==> config.mk <==
export PLATFORM = sky130hd
export DESIGN_NAME = fetch_stage
export DESIGN_NICKNAME = d
export VERILOG_FILES = /design/src/rtl/pipes_pkg.sv /design/src/rtl/fetch_skid.sv /design/src/rtl/fetch_stage.sv
export SDC_FILE = /design/constraint.sdc
export NUM_CORES = 1
export LEC_CHECK = 0
export BUFFER_PORTS_ARGS = -buffer_cell sky130_fd_sc_hd__buf_4
export CELL_PAD_IN_SITES_DETAIL_PLACEMENT = 1
export CELL_PAD_IN_SITES_GLOBAL_PLACEMENT = 2
export CORE_MARGIN = 4
export CORE_UTILIZATION = 36
export CTS_CLUSTER_SIZE = 24
export DETAILED_ROUTE_END_ITERATION = 12
export PLACE_DENSITY_LB_ADDON = 0.1
export SYNTH_ARGS = -nofsm -noshare
export SYNTH_HDL_FRONTEND = slang
export SYNTH_SLANG_ARGS = --single-unit
==> constraint.sdc <==
create_clock -name clk -period 3.9 [get_ports clk]
set_input_delay 0.585 -clock clk [delete_from_list [all_inputs] [get_ports clk]]
set_output_delay 0.585 -clock clk [all_outputs]
set_load 0.005 [all_outputs]
==> src/rtl/pipes_pkg.sv <==
// Shared pipeline types: fetch payload, fetch FSM states and pre-decode opcodes.
package pipes;

  localparam logic [5:0] F6_J   = 6'b000010;
  localparam logic [5:0] F6_BEQ = 6'b000100;

  typedef struct packed {
    logic [31:0] pc;
    logic [31:0] instruction;
    logic        delay_slot;
    logic        jump;
  } fetch_data_t;

  typedef enum logic [1:0] {
    S_IDLE,
    S_WAIT,
    S_DROP
  } fetch_state_t;

  function automatic logic is_jump(input logic [31:0] instr);
    return (instr[31:26] == F6_J) || (instr[31:26] == F6_BEQ);
  endfunction

endpackage

==> src/rtl/fetch_skid.sv <==
// One-entry skid buffer holding a fetched word while the output register is stalled.
module fetch_skid
  import pipes::*;
(
  input  logic        clk,
  input  logic        reset,
  input  logic        push_i,
  input  fetch_data_t push_data_i,
  input  logic        pop_i,
  input  logic        flush_i,
  output logic        valid_o,
  output fetch_data_t data_o
);

  logic        valid_q, valid_d;
  fetch_data_t data_q, data_d;

  always_comb begin
    valid_d = valid_q;
    data_d  = data_q;
    if (flush_i) begin
      valid_d = 1'b0;
      data_d  = '0;
    end else begin
      if (pop_i) valid_d = 1'b0;
      if (push_i) begin
        valid_d = 1'b1;
        data_d  = push_data_i;
      end
    end
  end

  always_ff @(posedge clk) begin
    if (!reset) begin
      valid_q <= 1'b0;
      data_q  <= '0;
    end else begin
      valid_q <= valid_d;
      data_q  <= data_d;
    end
  end

  assign valid_o = valid_q;
  assign data_o  = data_q;

endmodule

==> src/rtl/fetch_stage.sv <==
// Instruction fetch: PC, single-outstanding bus FSM, pre-decode and output register
// feeding decode through a valid/ready handshake.
module fetch_stage
  import pipes::*;
#(
  parameter logic [31:0] RESET_PC = 32'hBFC0_0000
) (
  input  logic        clk,
  input  logic        reset,
  output logic        ireq_valid,
  output logic [31:0] ireq_addr,
  input  logic        iresp_data_ok,
  input  logic [31:0] iresp_data,
  input  logic        redirect_valid,
  input  logic [31:0] redirect_pc,
  output logic        fetch_valid,
  output fetch_data_t fetch_data,
  input  logic        decode_ready
);

  fetch_state_t state_q, state_d;
  logic [31:0]  pc_q, pc_d;
  logic [31:0]  addr_q, addr_d;
  fetch_data_t  out_q, out_d;
  logic         out_valid_q, out_valid_d;
  logic         ds_q, ds_d;

  logic         issue, resp_live, fire;
  logic         skid_valid, skid_push, skid_pop;
  fetch_data_t  skid_data, new_word;

  fetch_skid u_skid (
    .clk         (clk),
    .reset       (reset),
    .push_i      (skid_push),
    .push_data_i (new_word),
    .pop_i       (skid_pop),
    .flush_i     (redirect_valid),
    .valid_o     (skid_valid),
    .data_o      (skid_data)
  );

  always_comb begin
    issue      = reset && (state_q == S_IDLE) && !skid_valid && !redirect_valid;
    ireq_valid = issue || (reset && (state_q != S_IDLE));
    // In S_DROP the bus still sees the abandoned address, not the redirect target.
    ireq_addr  = (state_q == S_IDLE) ? pc_q : addr_q;
    resp_live  = ireq_valid && iresp_data_ok && (state_q != S_DROP) && !redirect_valid;
    fire       = out_valid_q && decode_ready;

    new_word             = '0;
    new_word.pc          = ireq_addr;
    new_word.instruction = iresp_data;
    new_word.delay_slot  = ds_q;
    new_word.jump        = is_jump(iresp_data);

    state_d     = state_q;
    pc_d        = pc_q;
    addr_d      = issue ? pc_q : addr_q;
    out_d       = out_q;
    out_valid_d = out_valid_q;
    ds_d        = ds_q;
    skid_push   = 1'b0;
    skid_pop    = 1'b0;

    unique case (state_q)
      S_IDLE:  if (issue && !iresp_data_ok) state_d = S_WAIT;
      S_WAIT: begin
        if (iresp_data_ok)       state_d = S_IDLE;
        else if (redirect_valid) state_d = S_DROP;
      end
      S_DROP:  if (iresp_data_ok) state_d = S_IDLE;
      default: state_d = S_IDLE;
    endcase

    if (redirect_valid) begin
      pc_d        = redirect_pc & 32'hFFFF_FFFC;
      out_d       = '0;
      out_valid_d = 1'b0;
      ds_d        = 1'b0;
    end else begin
      if (resp_live) begin
        pc_d = pc_q + 32'd4;
        ds_d = new_word.jump;
      end
      if (!out_valid_q || fire) begin
        if (skid_valid) begin
          out_d       = skid_data;
          out_valid_d = 1'b1;
          skid_pop    = 1'b1;
          skid_push   = resp_live;
        end else if (resp_live) begin
          out_d       = new_word;
          out_valid_d = 1'b1;
        end else begin
          out_valid_d = 1'b0;
        end
      end else begin
        skid_push = resp_live;
      end
    end
  end

  always_ff @(posedge clk) begin
    if (!reset) begin
      state_q     <= S_IDLE;
      pc_q        <= RESET_PC;
      addr_q      <= RESET_PC;
      out_q       <= '0;
      out_valid_q <= 1'b0;
      ds_q        <= 1'b0;
    end else begin
      state_q     <= state_d;
      pc_q        <= pc_d;
      addr_q      <= addr_d;
      out_q       <= out_d;
      out_valid_q <= out_valid_d;
      ds_q        <= ds_d;
    end
  end

  assign fetch_valid = out_valid_q;
  assign fetch_data  = out_q;

endmodule

==> run metrics, run 1 <==
leakage power 4.07 nW; Final Util 0.437; Mapped Area 9340 um^2; die span in y 169 um; PostCTS Resize Cnt 0; number of global-route vias before repair 8,507; Peak supply drop 0.245 mV; hold depth 3; Ant. Diodes 0; Rel. slew slack 0.316; CP max stage delay 800 ps; Yosys reg bits 193; initial core utilization 0.369; Worst-Skew Late Latency 430 ps; pwr dens 387 nW/um^2; Layout area overhead 18.4%; CTS sink cnt 193; Total Routing Usage GR 0.205; ranking of synthesized cells by area dfxtp_1 41%, nand2_1 7.2%, mux2i_1 6.9%, mux2_2 3.6%, a21oi_1 3.3%; top_reg_cell synth dfxtp_1; Via Count 8,176; max_cap viols 0; IO buf count 162; global-route wire length before repair 47.3 mm; largest net degree at the start of global routing 70; Top Ports 169; DRC errors left 0; initial antenna violation count 0; wire per inst 19.6 um; Antenna Violating Nets Remaining 0; CTS tree built; max frequency 322 MHz; Worst Path Arrival 2520 ps; fraction of layout cells with a size suffix above 1 0.264; Synth Instances 1,085; max-slew violations 0; Crit Path Category flop to output pin; Worst EP required 3310 ps; Yosys Warn Count 0; clock root buffer clkbuf_16; worst clock skew 11.5 ps; RR Startpoint u_skid.valid_o; HPWL Detailed 19.1 mm; Routed WL 29.3 mm; most frequent cell after synthesis dfxtp_1; Worst Hold Class input port to flop; Final nets 1,223; Die X 169 um; slew at the pin closest to its max-slew limit 1030 ps; fin crit period 3110 ps; CTS Buf Count 17; DR pass1 iterations 4; Distinct cells, synth 57; R2R Setup Slk 1270 ps; final worst-path cycle share 0.797; Hold EP u_skid.data_o[24]; crit path cell chain inv_1 > buf_4 > nand3_1 > o21ai_0 > buf_4; setup TNS 0 ps; register area share after synthesis 0.413; Slowest cell on crit path dfxtp_4; post-synth top area cell dfxtp_1; synth cell count leaders 193 x dfxtp_1, 180 x nand2_1, 82 x clkbuf_1; largest buffer count on any clock path 2; # setup viols final 0; Worst Setup End Kind output pin; row cnt 58; layout filler cell count 2,956; Mean Syn Cell Area 8.61 um^2; critical path's most frequent cell buf_4; crit path launch type flop; FF-to-FF path depth 4; CP Max Fanout 43; via/cell ratio 5.47; routability cong. 0.781; hold_buf cts 0; EDFF count, synth 0; Hold Path Origin iresp_data[22]; Hold Fails Final Rpt 0; Core Footprint 25,300 um^2; RSZ-0062 raised after global routing false; Post-CTS Setup Bufs 0; number of H-tree levels 4; 1st-iter DRT viols 334; die area 28,600 um^2; Worst-path clk slew 80 ps; async set-reset flop share out of synthesis 0; post-synth top area share 0.413; status complete, no violations; GR Overflow Total 0; RR Endpoint fetch_data[26]
-- how the worst max path moves through the flow --
stage,startpoint,endpoint,cells after the start
6_report,u_skid.valid_o,ireq_valid,5
5_1_grt,u_skid.valid_o,ireq_valid,5
4_1_cts,u_skid.valid_o,ireq_valid,5
3_5_place_dp,redirect_valid,u_skid.data_o[45],6
3_3_place_gp,redirect_valid,u_skid.data_o[15],6
2_1_floorplan,iresp_data_ok,u_skid.data_o[41],7
-- routing by layer --
metal,vias up,part of all wire,global-route usage
met5,-,0,0
met4,0,0.015,0.0546
met3,18,0.051,0.0514
met2,150,0.50,0.364
met1,4028,0.43,0.248
li1,3980,-,-
-- flip-flops by register name, indices dropped and copies added, names as in the netlist --
signal	cells
u_skid.data_o	64
fetch_data	64
addr_q	30
state_q	2
fetch_valid	1
u_skid.valid_o	1
ds_q	1
pc_q	30
-- report_power, final --
group	switching (W)	total (W)	leakage, nW	internal, W
clock network	0.000849	0.00178	0.284	0.000927
logic	0.000239	0.000430	2.22	0.000191
registers	0.0000639	0.00208	1.57	0.00202
-- final cells by class --
type,count,area [um^2],share of cell area
multi-input cells,753,4810,0.434
flip-flops and latches,193,3870,0.349
repair buffers,181,1370,0.124
clock buffers,19,443,0.0400
well taps,330,413,0.0373
clock inverters,12,138,0.0124
inverters,7,26.3,0.00237
-- cells in the final DEF (no fill, tap or decap), types with 3 or more instances in the layout --
| cell type | n |
|---|---|
| a2111oi_0 | 34 |
| a21oi_1 | 62 |
| a311oi_1 | 8 |
| a31o_1 | 3 |
| a31o_2 | 30 |
| a31oi_1 | 9 |
| and3_1 | 6 |
| and4_1 | 8 |
| buf_4 | 180 |
| clkbuf_16 | 17 |
| conb_1 | 4 |
| dfxtp_1 | 192 |
| inv_1 | 6 |
| inv_6 | 3 |
| inv_8 | 5 |
| mux2_2 | 30 |
| mux2i_1 | 64 |
| nand2_1 | 180 |
| nand2b_1 | 32 |
| nand3_1 | 25 |
| nand4_1 | 10 |
| nor2_1 | 73 |
| nor3_1 | 16 |
| nor3_2 | 27 |
| nor4_1 | 10 |
| o2111ai_1 | 3 |
| o211ai_1 | 34 |
| o21ai_0 | 28 |
| o31a_1 | 3 |
| o31ai_1 | 5 |
| o32ai_1 | 3 |
| or3_1 | 7 |
| or4_1 | 7 |
| xnor2_1 | 3 |
-- worst max-delay path, delay by kind of cell, from the launching register on --
kind,cells,cell delay [ps]
buffers and inverters,3,890
DFF,1,800
and+or+nand+nor,1,190
AOI/OAI and AO/OA,1,180
-- through the flow --
| stage | setup slack, ps | hold slack [ps] | cell area (um^2) | total power [W] | instances |
|---|---|---|---|---|---|
| 4_1_cts | 776 | 377 | 11100 | 0.00436 | 1495 |
| 3_5_place_dp | 1210 | 447 | 10500 | 0.00257 | 1464 |
| 6_report | 792 | 398 | 11100 | 0.00429 | 1495 |
| 5_1_grt | 671 | 379 | 11100 | 0.00449 | 1495 |
| 3_3_place_gp | 1230 | 439 | 10500 | 0.00256 | 1464 |
| 2_1_floorplan | 1650 | 434 | 9360 | 0.00238 | 1088 |
-- cell families after synthesis --
kind of cell	after synthesis	share of synthesized area
xor gates and xnor gates	5	0.00469
AOI/OAI and AO/OA	239	0.182
other	1	0.000401
adders and majority gates	1	0.00134
muxes	94	0.105
buffers and inverters	142	0.0774
and+or+nand+nor	410	0.216
DFF	193	0.413
No activity file was read; power rests on OpenSTA's default activity.
==> run 2, diff against run 1 <==
Settings changed: CORE_UTILIZATION 36 to 30.
Clock period 3.9 ns to 2.8 ns, I/O delays scaled along.
==> run metrics, run 2 (synthesized netlist as in run 1, its figures left out) <==
Power Total 0.00609 W (+42%); status complete, no violations; Peak supply drop 0.388 mV (+59%); number of global-route vias before repair 8,426 (-0.95%); final instance area 11,300 um^2 (+2.3%); largest buffer count on any clock path 2 (unchanged); die area 34,000 um^2 (+19%); GR Overflow Total 0 (unchanged); Routed WL 30.7 mm (+4.8%); slew at the pin closest to its max-slew limit 1010 ps (-14.4 ps); Pint 0.00448 W (+43%); max_cap viols 0 (unchanged); Comb power frac 0.105 (+0.005); most frequent cells in the layout 192 x dfxtp_1, 187 x buf_4, 180 x nand2_1; initial core utilization 0.305 (-0.0643); area post-placement 10,700 um^2 (+2.2%); # setup viols final 0 (unchanged); largest net degree at the start of global routing 72 (+2.9%); Final nets 1,235 (+0.98%); most common cell after layout, fill and taps aside dfxtp_1; hold_buf cts 0 (unchanged); Worst Hold Class input port to flop; fraction of layout cells with a size suffix above 1 0.273 (+0.00897); fin crit period 2520 ps; pwr dens 538 nW/um^2 (+39%); Worst Setup End Kind output pin; leakage power 4.16 nW (+2.0%); Hold Fails Final Rpt 0 (unchanged); Worst-path clk slew 70 ps (about the same); Crit Path Category flop to output pin; max frequency 397 MHz; HPWL Detailed 20.4 mm (+7.0%); Sw Share 0.265 (-0.00387); DRC errors left 0 (unchanged); Rel. slew slack 0.326 (+0.00959); CTS tree built; Die X 184 um (+9.1%); wire per inst 19.5 um (-0.43%); die span in y 184 um (+9.1%); crit path launch type flop; Worst-Skew Late Latency 440 ps (about the same); via/cell ratio 5.15 (-5.8%); RSZ-0062 raised after global routing false; initial antenna violation count 3 (+3); global-route wire length before repair 48.5 mm (+2.6%); Clock power frac 0.421 (+0.007); sw power 0.00161 W (+40%); clock root buffer clkbuf_16; Total Routing Usage GR 0.180 (-0.0249); Via Count 8,110 (-0.81%); 1st-iter DRT viols 401 (+20%); IO buf count 162 (unchanged); number of H-tree levels 4 (unchanged); PostCTS Resize Cnt 0 (unchanged); row cnt 64 (+10%); CTS Buf Count 17 (unchanged); Ant. Diodes 0 (unchanged); DR pass1 iterations 4 (unchanged); max-slew violations 0 (unchanged); Worst Path Arrival 2100 ps (-420 ps); worst clock skew 11.9 ps (+0.395 ps); Antenna Violating Nets Remaining 0 (unchanged); routability cong. 0.797 (+2.0%); Post-CTS Setup Bufs 0 (unchanged); Core Footprint 30,700 um^2 (+21%); final worst-path cycle share 0.900; Layout area overhead 21.2%; Worst EP required 2380 ps (-930 ps); sequential power share 0.475 (-0.011); setup TNS 0 ps (unchanged); Top Ports 169 (unchanged); CTS sink cnt 193 (unchanged); CP Max Fanout 33 (-23%)
==> run 2: area by class of cell <==
type / count / area [um^2]
sequential: 193 / 3870
timing repair buffer: 193 / 1520
clock inverter: 13 / 148
multi-input combinational: 753 / 4810
tap: 396 / 495
clock buffer: 19 / 453
inverter: 7 / 26.3
fill: 3580 / 19300
==> run 2: stage by stage <==
step / hold WS [ps] / worst slack, ps / std cells / util
after floorplan: 434 / 714 / 1088 / -
final: 230 / 281 / 1574 / 0.369
after global routing: 215 / 197 / 1574 / 0.369
after global placement: 440 / 505 / 1542 / 0.350
after CTS: 203 / 235 / 1574 / 0.369
after detailed placement: 447 / 493 / 1542 / 0.350
==> run 2: worst paths after layout <==
check,startpoint,slack [ps],endpoint,cells past startpoint
min reg2reg,addr_q[20],450,addr_q[20],2
max reg2reg,u_skid.valid_o,640,u_skid.data_o[46],5
max,state_q[0],280,ireq_valid,4
min,iresp_data[9],230,u_skid.data_o[11],3
==> run 2: power by group through the flow <==
stage	clock network, W	logic (W)	registers [W]
final	0.00256	0.000637	0.00289
after global routing	0.00277	0.000709	0.00290
after CTS	0.00267	0.000658	0.00289
after detailed placement	0	0.000656	0.00295
after global placement	0	0.000653	0.00295
after floorplan	0	0.000385	0.00292
==> run 2: worst max-delay path, cell delays in order, from the launching register on <==
cell	delay, ps
dfxtp_1	560
nor2_2	70
buf_4	260
o21ai_0	540
buf_4	220
==> run 2: metal layers <==
metal | GRT usage | up-vias | part of all wire
met5 | 0 | - | 0.0015
met3 | 0.0499 | 20 | 0.059
met1 | 0.226 | 3937 | 0.44
met2 | 0.308 | 135 | 0.49
li1 | - | 4012 | -
met4 | 0.0420 | 6 | 0.012
==> run 3, diff against run 2 <==
Settings changed: CTS_BUF_LIST set to sky130_fd_sc_hd__clkbuf_16, MAX_ROUTING_LAYER set to met4.
==> run metrics, run 3 (synthesized netlist as in run 1, its figures left out) <==
status complete, no violations; via/cell ratio 5.14 (-0.18%); crit path launch type flop; routability cong. 0.808 (+1.4%); Core Footprint 30,700 um^2 (unchanged); final worst-path cycle share 0.901 (+0.00132); fraction of layout cells with a size suffix above 1 0.272 (-0.00170); Worst-path clk slew 70 ps (about the same); die span in y 184 um (unchanged); Die X 184 um (unchanged); CP max stage delay 570 ps (about the same); wire per inst 19.5 um (about the same); Routed WL 30.7 mm (about the same); slew at the pin closest to its max-slew limit 1020 ps (+4.83 ps); Rel. slew slack 0.323 (-0.00322); layout filler cell count 3,583 (+0.084%); Peak supply drop 0.389 mV (+0.26%); storage element area 3870 um^2 (unchanged); CP Max Fanout 33 (unchanged); area post-placement 10,700 um^2 (unchanged); most frequent cells in the layout 192 x dfxtp_1, 187 x buf_4, 180 x nand2_1; hold_buf cts 0 (unchanged); critical path's most frequent cell buf_4; Layout area overhead 21.0%; pwr dens 533 nW/um^2 (-0.87%); max_cap viols 0 (unchanged); initial core utilization 0.305 (unchanged); Crit Path Category flop to output pin; GR Overflow Total 0 (unchanged); most common cell after layout, fill and taps aside dfxtp_1; Slowest cell on crit path dfxtp_1; IO buf count 162 (unchanged); clock root buffer clkbuf_16; PostCTS Resize Cnt 0 (unchanged); max frequency 396 MHz (-0.15%); DR pass1 iterations 4 (unchanged); Hold Fails Final Rpt 0 (unchanged); Antenna Violating Nets Remaining 0 (unchanged); largest buffer count on any clock path 2 (unchanged); initial antenna violation count 3 (unchanged); RSZ-0062 raised after global routing false; die area 34,000 um^2 (unchanged); row cnt 64 (unchanged); 1st-iter DRT viols 427 (+6.5%); Worst Path Arrival 2100 ps (about the same); Worst Setup End Kind output pin; max-slew violations 0 (unchanged); Worst Hold Class input port to flop; global-route wire length before repair 48.5 mm (unchanged); Via Count 8,111 (+0.012%); multi-input combinational cell area 4810 um^2 (unchanged); CTS tree built; Final nets 1,235 (unchanged); setup TNS 0 ps (unchanged); final instance area 11,300 um^2 (-0.11%); CTS Buf Count 17 (unchanged); largest net degree at the start of global routing 72 (unchanged); worst clock skew 11.1 ps (-0.741 ps); fin crit period 2520 ps (+3.70 ps); Total Routing Usage GR 0.186 (+0.00566); # setup viols final 0 (unchanged); leakage power 4.15 nW (-0.27%); HPWL Detailed 20.4 mm (unchanged); crit path cell chain nor2_2 > buf_4 > o21ai_0 > buf_4; Worst-Skew Late Latency 440 ps (about the same); DRC errors left 0 (unchanged); CTS sink cnt 193 (unchanged); Top Ports 169 (unchanged); number of H-tree levels 4 (unchanged); Post-CTS Setup Bufs 0 (unchanged); number of global-route vias before repair 8,434 (+0.095%); Worst EP required 2380 ps (about the same)
## run 3: routing by layer
metal	up-vias	routed length, um	global-route usage	share of wire
met5	-	0	-	0
met4	0	346	0.0420	0.011
met3	12	1580	0.0460	0.051
met2	125	15000	0.309	0.49
met1	3961	13800	0.229	0.45
li1	4013	-	-	-
## run 3: path summary, 6_finish.rpt
kind / depth (start not counted) / to / start / slack [ps]
worst min register to register: 2 / addr_q[20] / addr_q[20] / 450
worst min-delay path: 3 / u_skid.data_o[11] / iresp_data[9] / 230
worst max-delay path: 4 / ireq_valid / state_q[0] / 280
worst max register to register: 5 / u_skid.data_o[46] / u_skid.valid_o / 630
## run 3: power by group
part	switching, W	leakage [nW]	internal (W)
Combinational	0.000355	2.30	0.000284
Clock	0.00117	0.277	0.00133
Sequential	0.0000787	1.57	0.00281
Total	0.00161	4.15	0.00442
## run 3: stage by stage
| stage | std cells | total power [W] | setup slack [ps] | hold WS (ps) | utilization |
|---|---|---|---|---|---|
| global placement | 1542 | 0.00361 | 505 | 440 | 0.350 |
| CTS | 1574 | 0.00616 | 235 | 203 | 0.369 |
| floorplan | 1088 | 0.00331 | 714 | 434 | - |
| finish | 1577 | 0.00603 | 277 | 230 | 0.369 |
| detailed placement | 1542 | 0.00361 | 493 | 447 | 0.350 |
| global route | 1577 | 0.00633 | 197 | 215 | 0.369 |
## run 3: cell type report
cell class                      count  share of cell area
Antenna cell                        3            0.000664
Clock buffer                       17              0.0376
Clock inverter                     15              0.0137
Inverter                            7             0.00232
Multi-Input combinational cell    753               0.425
Sequential cell                   193               0.342
Tap cell                          396              0.0438
Timing Repair Buffer              193               0.135
## run 3: worst max-delay path: cells and delay by family, from the launching register on
kind                   cells  cell delay (ps)
and+or+nand+nor            1               70
AOI/OAI and AO/OA          1              540
buffers and inverters      2              480
DFF                        1              570
